## config.mk

```make
export PLATFORM = sky130hd
export DESIGN_NAME = clock_set_ctrl_flat
export DESIGN_NICKNAME = d
export VERILOG_FILES = /design/src/rtl/clock_set_ctrl_if.sv /design/src/rtl/clock_set_ctrl.sv /design/src/flat_wrapper.sv
export SDC_FILE = /design/constraint.sdc
export NUM_CORES = 1
export LEC_CHECK = 0
export ABC_AREA = 1
export BUFFER_PORTS_ARGS = -buffer_cell sky130_fd_sc_hd__clkbuf_2
export CORE_MARGIN = 4
export CORE_UTILIZATION = 40
export CTS_CLUSTER_SIZE = 25
export DETAILED_ROUTE_END_ITERATION = 8
export RECOVER_POWER = 50
export SYNTH_ARGS = -nofsm -noshare
export SYNTH_HDL_FRONTEND = slang
export SYNTH_HIERARCHICAL = 1
export SYNTH_SLANG_ARGS = --single-unit
export TNS_END_PERCENT = 1
```

## constraint.sdc

```tcl
create_clock -name clk -period 2.3 [get_ports clk]
set_input_delay 0.23 -clock clk [delete_from_list [all_inputs] [get_ports clk]]
set_output_delay 0.23 -clock clk [all_outputs]
set_load 0.02 [all_outputs]
```

## src/rtl/clock_set_ctrl_if.sv

```systemverilog
// Button, timekeeper and display-side signals of the time-setting controller.
interface clock_set_ctrl_if;
  logic        btn_mode;
  logic        btn_inc;
  logic [23:0] time_in;
  logic        run;
  logic        load;
  logic [23:0] time_out;
  logic [5:0]  blank;
  logic [1:0]  mode;

  modport master (output btn_mode, btn_inc, time_in,
                  input  run, load, time_out, blank, mode);
  modport slave  (input  btn_mode, btn_inc, time_in,
                  output run, load, time_out, blank, mode);
endinterface

```

## src/rtl/clock_set_ctrl.sv

```systemverilog
// HH-MM-SS time-setting controller: debounced buttons, edit FSM, commit load,
// timekeeper freeze and blink mask for the field under edit.
module clock_set_ctrl_db #(
  parameter int DEBOUNCE_CYCLES = 640000
) (
  input  logic clk,
  input  logic rst,
  input  logic btn,
  output logic press
);
  localparam int CW = $clog2(DEBOUNCE_CYCLES + 1);

  logic [1:0]    sync;
  logic          lvl, lvl_d;
  logic [CW-1:0] cnt;

  // lvl follows sync[1] only after DEBOUNCE_CYCLES consecutive disagreeing cycles
  always_ff @(posedge clk or posedge rst) begin
    if (rst) begin
      sync  <= '0;
      lvl   <= 1'b0;
      lvl_d <= 1'b0;
      cnt   <= '0;
    end else begin
      sync  <= {sync[0], btn};
      lvl_d <= lvl;
      if (sync[1] == lvl)                         cnt <= '0;
      else if (cnt == CW'(DEBOUNCE_CYCLES - 1)) begin
        lvl <= sync[1];
        cnt <= '0;
      end else                                    cnt <= cnt + 1'b1;
    end
  end

  assign press = lvl & ~lvl_d;
endmodule

module clock_set_ctrl #(
  parameter int DEBOUNCE_CYCLES = 640000,
  parameter int BLINK_HALF      = 16000000,
  parameter int TIMEOUT_CYCLES  = 960000000
) (
  input  logic             clk,
  input  logic             rst,
  clock_set_ctrl_if.slave  bus
);
  localparam int NUM_BTN = 2;
  localparam int BW = $clog2(BLINK_HALF + 1);
  localparam int TW = $clog2(TIMEOUT_CYCLES + 1);

  typedef enum logic [1:0] {RUN = 2'd0, SET_HH = 2'd1, SET_MM = 2'd2, SET_SS = 2'd3} state_t;

  logic [NUM_BTN-1:0] btn_raw, press;
  logic               p_mode, p_inc;

  assign btn_raw = {bus.btn_inc, bus.btn_mode};

  genvar g;
  generate
    for (g = 0; g < NUM_BTN; g++) begin : g_db
      clock_set_ctrl_db #(.DEBOUNCE_CYCLES(DEBOUNCE_CYCLES)) u_db (
        .clk(clk), .rst(rst), .btn(btn_raw[g]), .press(press[g]));
    end
  endgenerate

  assign p_mode = press[0];
  assign p_inc  = press[1];

  function automatic logic [7:0] bcd_inc(input logic [7:0] v, input logic [7:0] max);
    if (v == max)          return 8'h00;
    if (v[3:0] == 4'd9)    return {v[7:4] + 4'd1, 4'd0};
    return {v[7:4], v[3:0] + 4'd1};
  endfunction

  // Once both nibbles are decimal, a plain byte compare against the BCD limit is exact
  function automatic logic [7:0] bcd_fix(input logic [7:0] v, input logic [7:0] max);
    if (v[7:4] > 4'd9 || v[3:0] > 4'd9 || v > max) return 8'h00;
    return v;
  endfunction

  state_t        state, state_nxt;
  logic [23:0]   edit, edit_nxt;
  logic [BW-1:0] blink_cnt, blink_cnt_nxt;
  logic          phase, phase_nxt;
  logic [TW-1:0] to_cnt, to_cnt_nxt;
  logic          load_nxt, load_q, run_q;
  logic [5:0]    blank_nxt, blank_q;

  always_ff @(posedge clk or posedge rst) begin
    if (rst) begin
      state     <= RUN;
      edit      <= '0;
      blink_cnt <= '0;
      phase     <= 1'b0;
      to_cnt    <= '0;
      load_q    <= 1'b0;
      run_q     <= 1'b1;
      blank_q   <= '0;
    end else begin
      state     <= state_nxt;
      edit      <= edit_nxt;
      blink_cnt <= blink_cnt_nxt;
      phase     <= phase_nxt;
      to_cnt    <= to_cnt_nxt;
      load_q    <= load_nxt;
      run_q     <= (state_nxt == RUN);
      blank_q   <= blank_nxt;
    end
  end

  always_comb begin
    state_nxt     = state;
    edit_nxt      = edit;
    load_nxt      = 1'b0;
    blink_cnt_nxt = blink_cnt;
    phase_nxt     = phase;
    to_cnt_nxt    = to_cnt;
    blank_nxt     = '0;

    // p_mode has priority over p_inc, and any press beats the timeout
    case (state)
      RUN: if (p_mode) begin
        state_nxt = SET_HH;
        edit_nxt  = {bcd_fix(bus.time_in[23:16], 8'h23),
                     bcd_fix(bus.time_in[15:8],  8'h59),
                     bcd_fix(bus.time_in[7:0],   8'h59)};
      end
      default: begin
        if (p_mode) begin
          case (state)
            SET_HH:  state_nxt = SET_MM;
            SET_MM:  state_nxt = SET_SS;
            default: begin
              state_nxt = RUN;
              load_nxt  = 1'b1;
            end
          endcase
        end else if (p_inc) begin
          case (state)
            SET_HH:  edit_nxt[23:16] = bcd_inc(edit[23:16], 8'h23);
            SET_MM:  edit_nxt[15:8]  = bcd_inc(edit[15:8],  8'h59);
            default: edit_nxt[7:0]   = 8'h00;
          endcase
        end else if (to_cnt == TW'(TIMEOUT_CYCLES - 1)) begin
          state_nxt = RUN;
        end
      end
    endcase

    if (state_nxt == RUN) begin
      to_cnt_nxt    = '0;
      blink_cnt_nxt = '0;
      phase_nxt     = 1'b0;
    end else begin
      to_cnt_nxt = (p_mode || p_inc || state == RUN) ? '0 : to_cnt + 1'b1;
      if (state_nxt != state || p_inc) begin
        blink_cnt_nxt = '0;
        phase_nxt     = 1'b0;
      end else if (blink_cnt == BW'(BLINK_HALF - 1)) begin
        blink_cnt_nxt = '0;
        phase_nxt     = ~phase;
      end else begin
        blink_cnt_nxt = blink_cnt + 1'b1;
      end
    end

    if (phase_nxt) begin
      case (state_nxt)
        SET_HH:  blank_nxt = 6'b110000;
        SET_MM:  blank_nxt = 6'b001100;
        SET_SS:  blank_nxt = 6'b000011;
        default: blank_nxt = 6'b000000;
      endcase
    end
  end

  assign bus.mode     = state;
  assign bus.run      = run_q;
  assign bus.load     = load_q;
  assign bus.time_out = edit;
  assign bus.blank    = blank_q;
endmodule

```

## src/flat_wrapper.sv

```systemverilog
// flat-port wrapper written by rule: the top's interface ports become plain ports
module clock_set_ctrl_flat 
#(
  parameter int DEBOUNCE_CYCLES = 640000,
  parameter int BLINK_HALF      = 16000000,
  parameter int TIMEOUT_CYCLES  = 960000000
)
  (clk, rst, bus_btn_mode, bus_btn_inc, bus_time_in, bus_run, bus_load, bus_time_out, bus_blank, bus_mode);
  clock_set_ctrl_if bus_i ();
  input  logic clk;
  input  logic rst;
  input wire logic [$bits(bus_i.btn_mode)-1:0] bus_btn_mode;
  input wire logic [$bits(bus_i.btn_inc)-1:0] bus_btn_inc;
  input wire logic [$bits(bus_i.time_in)-1:0] bus_time_in;
  output wire logic [$bits(bus_i.run)-1:0] bus_run;
  output wire logic [$bits(bus_i.load)-1:0] bus_load;
  output wire logic [$bits(bus_i.time_out)-1:0] bus_time_out;
  output wire logic [$bits(bus_i.blank)-1:0] bus_blank;
  output wire logic [$bits(bus_i.mode)-1:0] bus_mode;
  assign bus_i.btn_mode = bus_btn_mode;
  assign bus_i.btn_inc = bus_btn_inc;
  assign bus_i.time_in = bus_time_in;
  assign bus_run = bus_i.run;
  assign bus_load = bus_i.load;
  assign bus_time_out = bus_i.time_out;
  assign bus_blank = bus_i.blank;
  assign bus_mode = bus_i.mode;
  clock_set_ctrl #(.DEBOUNCE_CYCLES(DEBOUNCE_CYCLES), .BLINK_HALF(BLINK_HALF), .TIMEOUT_CYCLES(TIMEOUT_CYCLES)) u_core (.clk(clk), .rst(rst), .bus(bus_i));
endmodule
```

==> flow_metrics.tcl <==
set metrics [dict create \
    status "finished, final reports clean" \
    hp-start "bus_time_in[4]" \
    syn-num-nets 1077 \
    yosysSeqAreaShare_pct 42.5 \
    p_leak_nw 4.27 \
    overflow 0 \
    critPathKind "reg2reg" \
    synth_flop_cell "dfrtp_1" \
    fp.dieH_microns 149 \
    cts_buffer_depth 2 \
    timing.rr.start "u_core/blink_cnt[0]$_DFF_PP0_" \
    grtUsageTotal_pct 17.4 \
    critPathRequiredTime_ns 2.59 \
    n_antenna_cell 0 \
    io_buffers 61 \
    grt_pass1_wl_microns 31300 \
    htree_num_levels 4 \
    setup_viol 0 \
    hpwl_microns 13400 \
    rr_endpoint "u_core/bus.blank[4]$_DFF_PP0_" \
    synth-edff-count 0 \
    synthCells 1033 \
    min_period_over_period_pct 90.1 \
    cts_setup_buffers 0 \
    start_kind "flip-flop" \
    wire_per_inst_microns 12.8 \
    power_density_nw_per_um2 560 \
    tightestPinTransition_ns 1.35 \
    reg2reg_slack_ns 0.23 \
    syn_avg_cell_area_sq_um 7.65 \
    final_common_cell "nand2_1" \
    holdPathStages 3 \
    yosys_warnings 6 \
    start_util_pct 40.6 \
    hold_class "in2reg" \
    maxCapViolations 0 \
    synth-async-reset-ratio_pct 100 \
    slew_headroom_pct 9.72 \
    die-area_sq_um 22100 \
    grt_pass1_vias 6560 \
    synth_fa_ha_area_share_pct 2.53 \
    synth_seq_cells 134 \
    synth-simple-area-share_pct 36.0 \
    io_pins 62 \
    synth_xor_xnor_area_share_pct 5.73 \
    reg2reg_depth 10 \
    drt_pass1_iterations 5 \
    vias_per_cell 4.74 \
    synth_compound_gate_area_share_pct 4.73 \
    core_area_sq_um 19500 \
    synthMuxAreaShare_pct 0 \
    hold_viol_final 0 \
    path_clk_slew_ns 0.06 \
    crit_path_max_fanout 4 \
    synth_area_sq_um 7900 \
    die_w_microns 149 \
    wirelength_microns 18000 \
    initialDrtViolationCount 369 \
    grt_max_degree 87 \
    critPathArrivalTime_ns 2.37 \
    area_growth_pct 16.3 \
    critical_path.cell_chain "ha_1, nand3_1, nor3_1, inv_1, nor2_1, nand3_1, nand2_1, inv_1, nand2_1, nor3_1" \
    grt_antenna_before_repair 0 \
    finClkSkew_ns 0.00954 \
    synth.distinct_cells 43 \
    cpPeakStageDelay_ns 0.44 \
    ir_drop_mv 0.459 \
    synth_top_family_by_area "simple AND/OR/NAND/NOR gates" \
    setup_tns_ns 0 \
    clk_latency_ns 0.42 \
    fin_nets 1166 \
    num_vias 6633 \
    cp-end-kind "flip-flop" \
    cts-buffers-inserted 17 \
    final_cell_mix "220 x nand2_1, 153 x nor2_1, 140 x inv_1" \
    rsz0062_at_grt "no" \
    min_period_ns 2.07 \
    gp_congestion 0.869 \
    cts-root-buf "clkbuf_16" \
    cp_slowest_cell "nor3_1" \
    drc_errors 0 \
    whs_endpoint "u_core/bus.time_out[4]$_DFFE_PP0P_" \
    cts.sinks 134 \
    drive_above_1_share_pct 17.1 \
    fmax_mhz 483 \
    drv_slew 0 \
    ant_nets 0 \
    post-route-util_pct 47.2 \
    fp-row-count 51 \
    cts_tree "done" \
]
[power by group]
part / internal [mW] / switching, mW
Clock: 1.53 / 1.09
Combinational: 0.0397 / 0.0926
Sequential: 2.37 / 0.0117
Total: 3.94 / 1.20
[routing by layer]
| metal | vias to the layer above | part of all wire, % | track usage, % |
|---|---|---|---|
| met5 | - | 0 | 0 |
| met3 | 19 | 3.2 | 3.32 |
| met1 | 3063 | 48 | 23.3 |
| met4 | 0 | 1.3 | 4.76 |
| met2 | 106 | 48 | 28.9 |
| li1 | 3445 | - | - |
[Yosys cell counts, drive strengths merged, types with 2 or more instances]
| master | instances | area share, % |
|---|---|---|
| nor2 | 170 | 9.2 |
| dfrtp | 133 | 42 |
| xor2 | 33 | 3.8 |
| xnor2 | 17 | 1.9 |
| inv | 159 | 7.6 |
| buf | 10 | 0.93 |
| nand3 | 88 | 6.2 |
| o22ai | 4 | 0.32 |
| or2 | 11 | 0.87 |
| ha | 16 | 2.5 |
| a21oi | 13 | 0.87 |
| a22oi | 2 | 0.19 |
| nand4 | 26 | 2.1 |
| nand2 | 240 | 12 |
| a31oi | 11 | 0.87 |
| o21ai | 30 | 1.9 |
| nor3b | 3 | 0.29 |
| nor3 | 57 | 4.8 |
[metrics by stage]
step                power (mW)  cell area, sq um  hold slack, ns  instances  setup WS [ns]
floorplan                 2.50              7910           0.245       1033          0.160
global placement          2.56              8620           0.330       1365          0.224
detailed placement        2.56              8620           0.330       1365          0.164
CTS                       5.22              9220          0.0461       1400          0.136
global route              5.35              9190          0.0569       1400        0.00617
finish                    5.14              9190          0.0615       1400          0.228
[registers in the layout, summed over array words and instances, names as in the netlist]
signal,flops
u_core/bus.load,1
u_core/to_cnt,30
u_core/g_db.u_db/cnt,40
u_core/blink_cnt,24
u_core/bus.time_out,24
u_core/g_db.u_db/lvl,2
u_core/g_db.u_db/sync,4
u_core/bus.blank,3
u_core/g_db.u_db/lvl_d,2
u_core/phase,1
u_core/bus.run,1
u_core/bus.mode,2
[logic make-up after synthesis]
kind of cell,count (synthesis)
AOI/OAI and AO/OA,66
DFF,134
xor gates and xnor gates,50
adders and majority gates,16
buffers and inverters,170
and+or+nand+nor,597
[worst max-delay path: cells and delay by family, from the launching register on]
family | cells | cell delay (ns)
adder cells (fa/ha/maj) | 1 | 0.25
buffers and inverters | 2 | 0.17
AND/OR/NAND/NOR | 7 | 1.14
flip-flops | 1 | 0.39
[worst max-delay path by stage]
stage,startpoint,end,slack [ns]
2_1_floorplan,u_core/bus.mode[0]$_DFF_PP0_,u_core/bus.time_out[15]$_DFFE_PP0P_,0.16
3_3_place_gp,u_core/bus.mode[1]$_DFF_PP0_,u_core/bus.time_out[15]$_DFFE_PP0P_,0.22
3_5_place_dp,u_core/to_cnt[0]$_DFF_PP0_,u_core/blink_cnt[1]$_DFF_PP0_,0.16
4_1_cts,u_core/to_cnt[0]$_DFF_PP0_,u_core/blink_cnt[1]$_DFF_PP0_,0.14
5_1_grt,u_core/to_cnt[0]$_DFF_PP0_,u_core/blink_cnt[23]$_DFF_PP0_,0.006
6_report,u_core/blink_cnt[0]$_DFF_PP0_,u_core/bus.blank[4]$_DFF_PP0_,0.23
[final cells by class]
type                    count  area (sq um)
fillers                  1938         10300
flip-flops and latches    134          3350
repair buffers             81           455
clock buffers              20           447
well taps                 265           332
clock inverters            12           124
multi-input cells         729          3870
inverters                 159           604
[repair_timing]
item                                    4_1_cts  5_1_grt
hold endpoints to repair                    101        0
hold buffers                                  3        0
endpoints found under the setup margin        0       12
resized for setup                             0        1
Power figures use the tool's default switching activity.
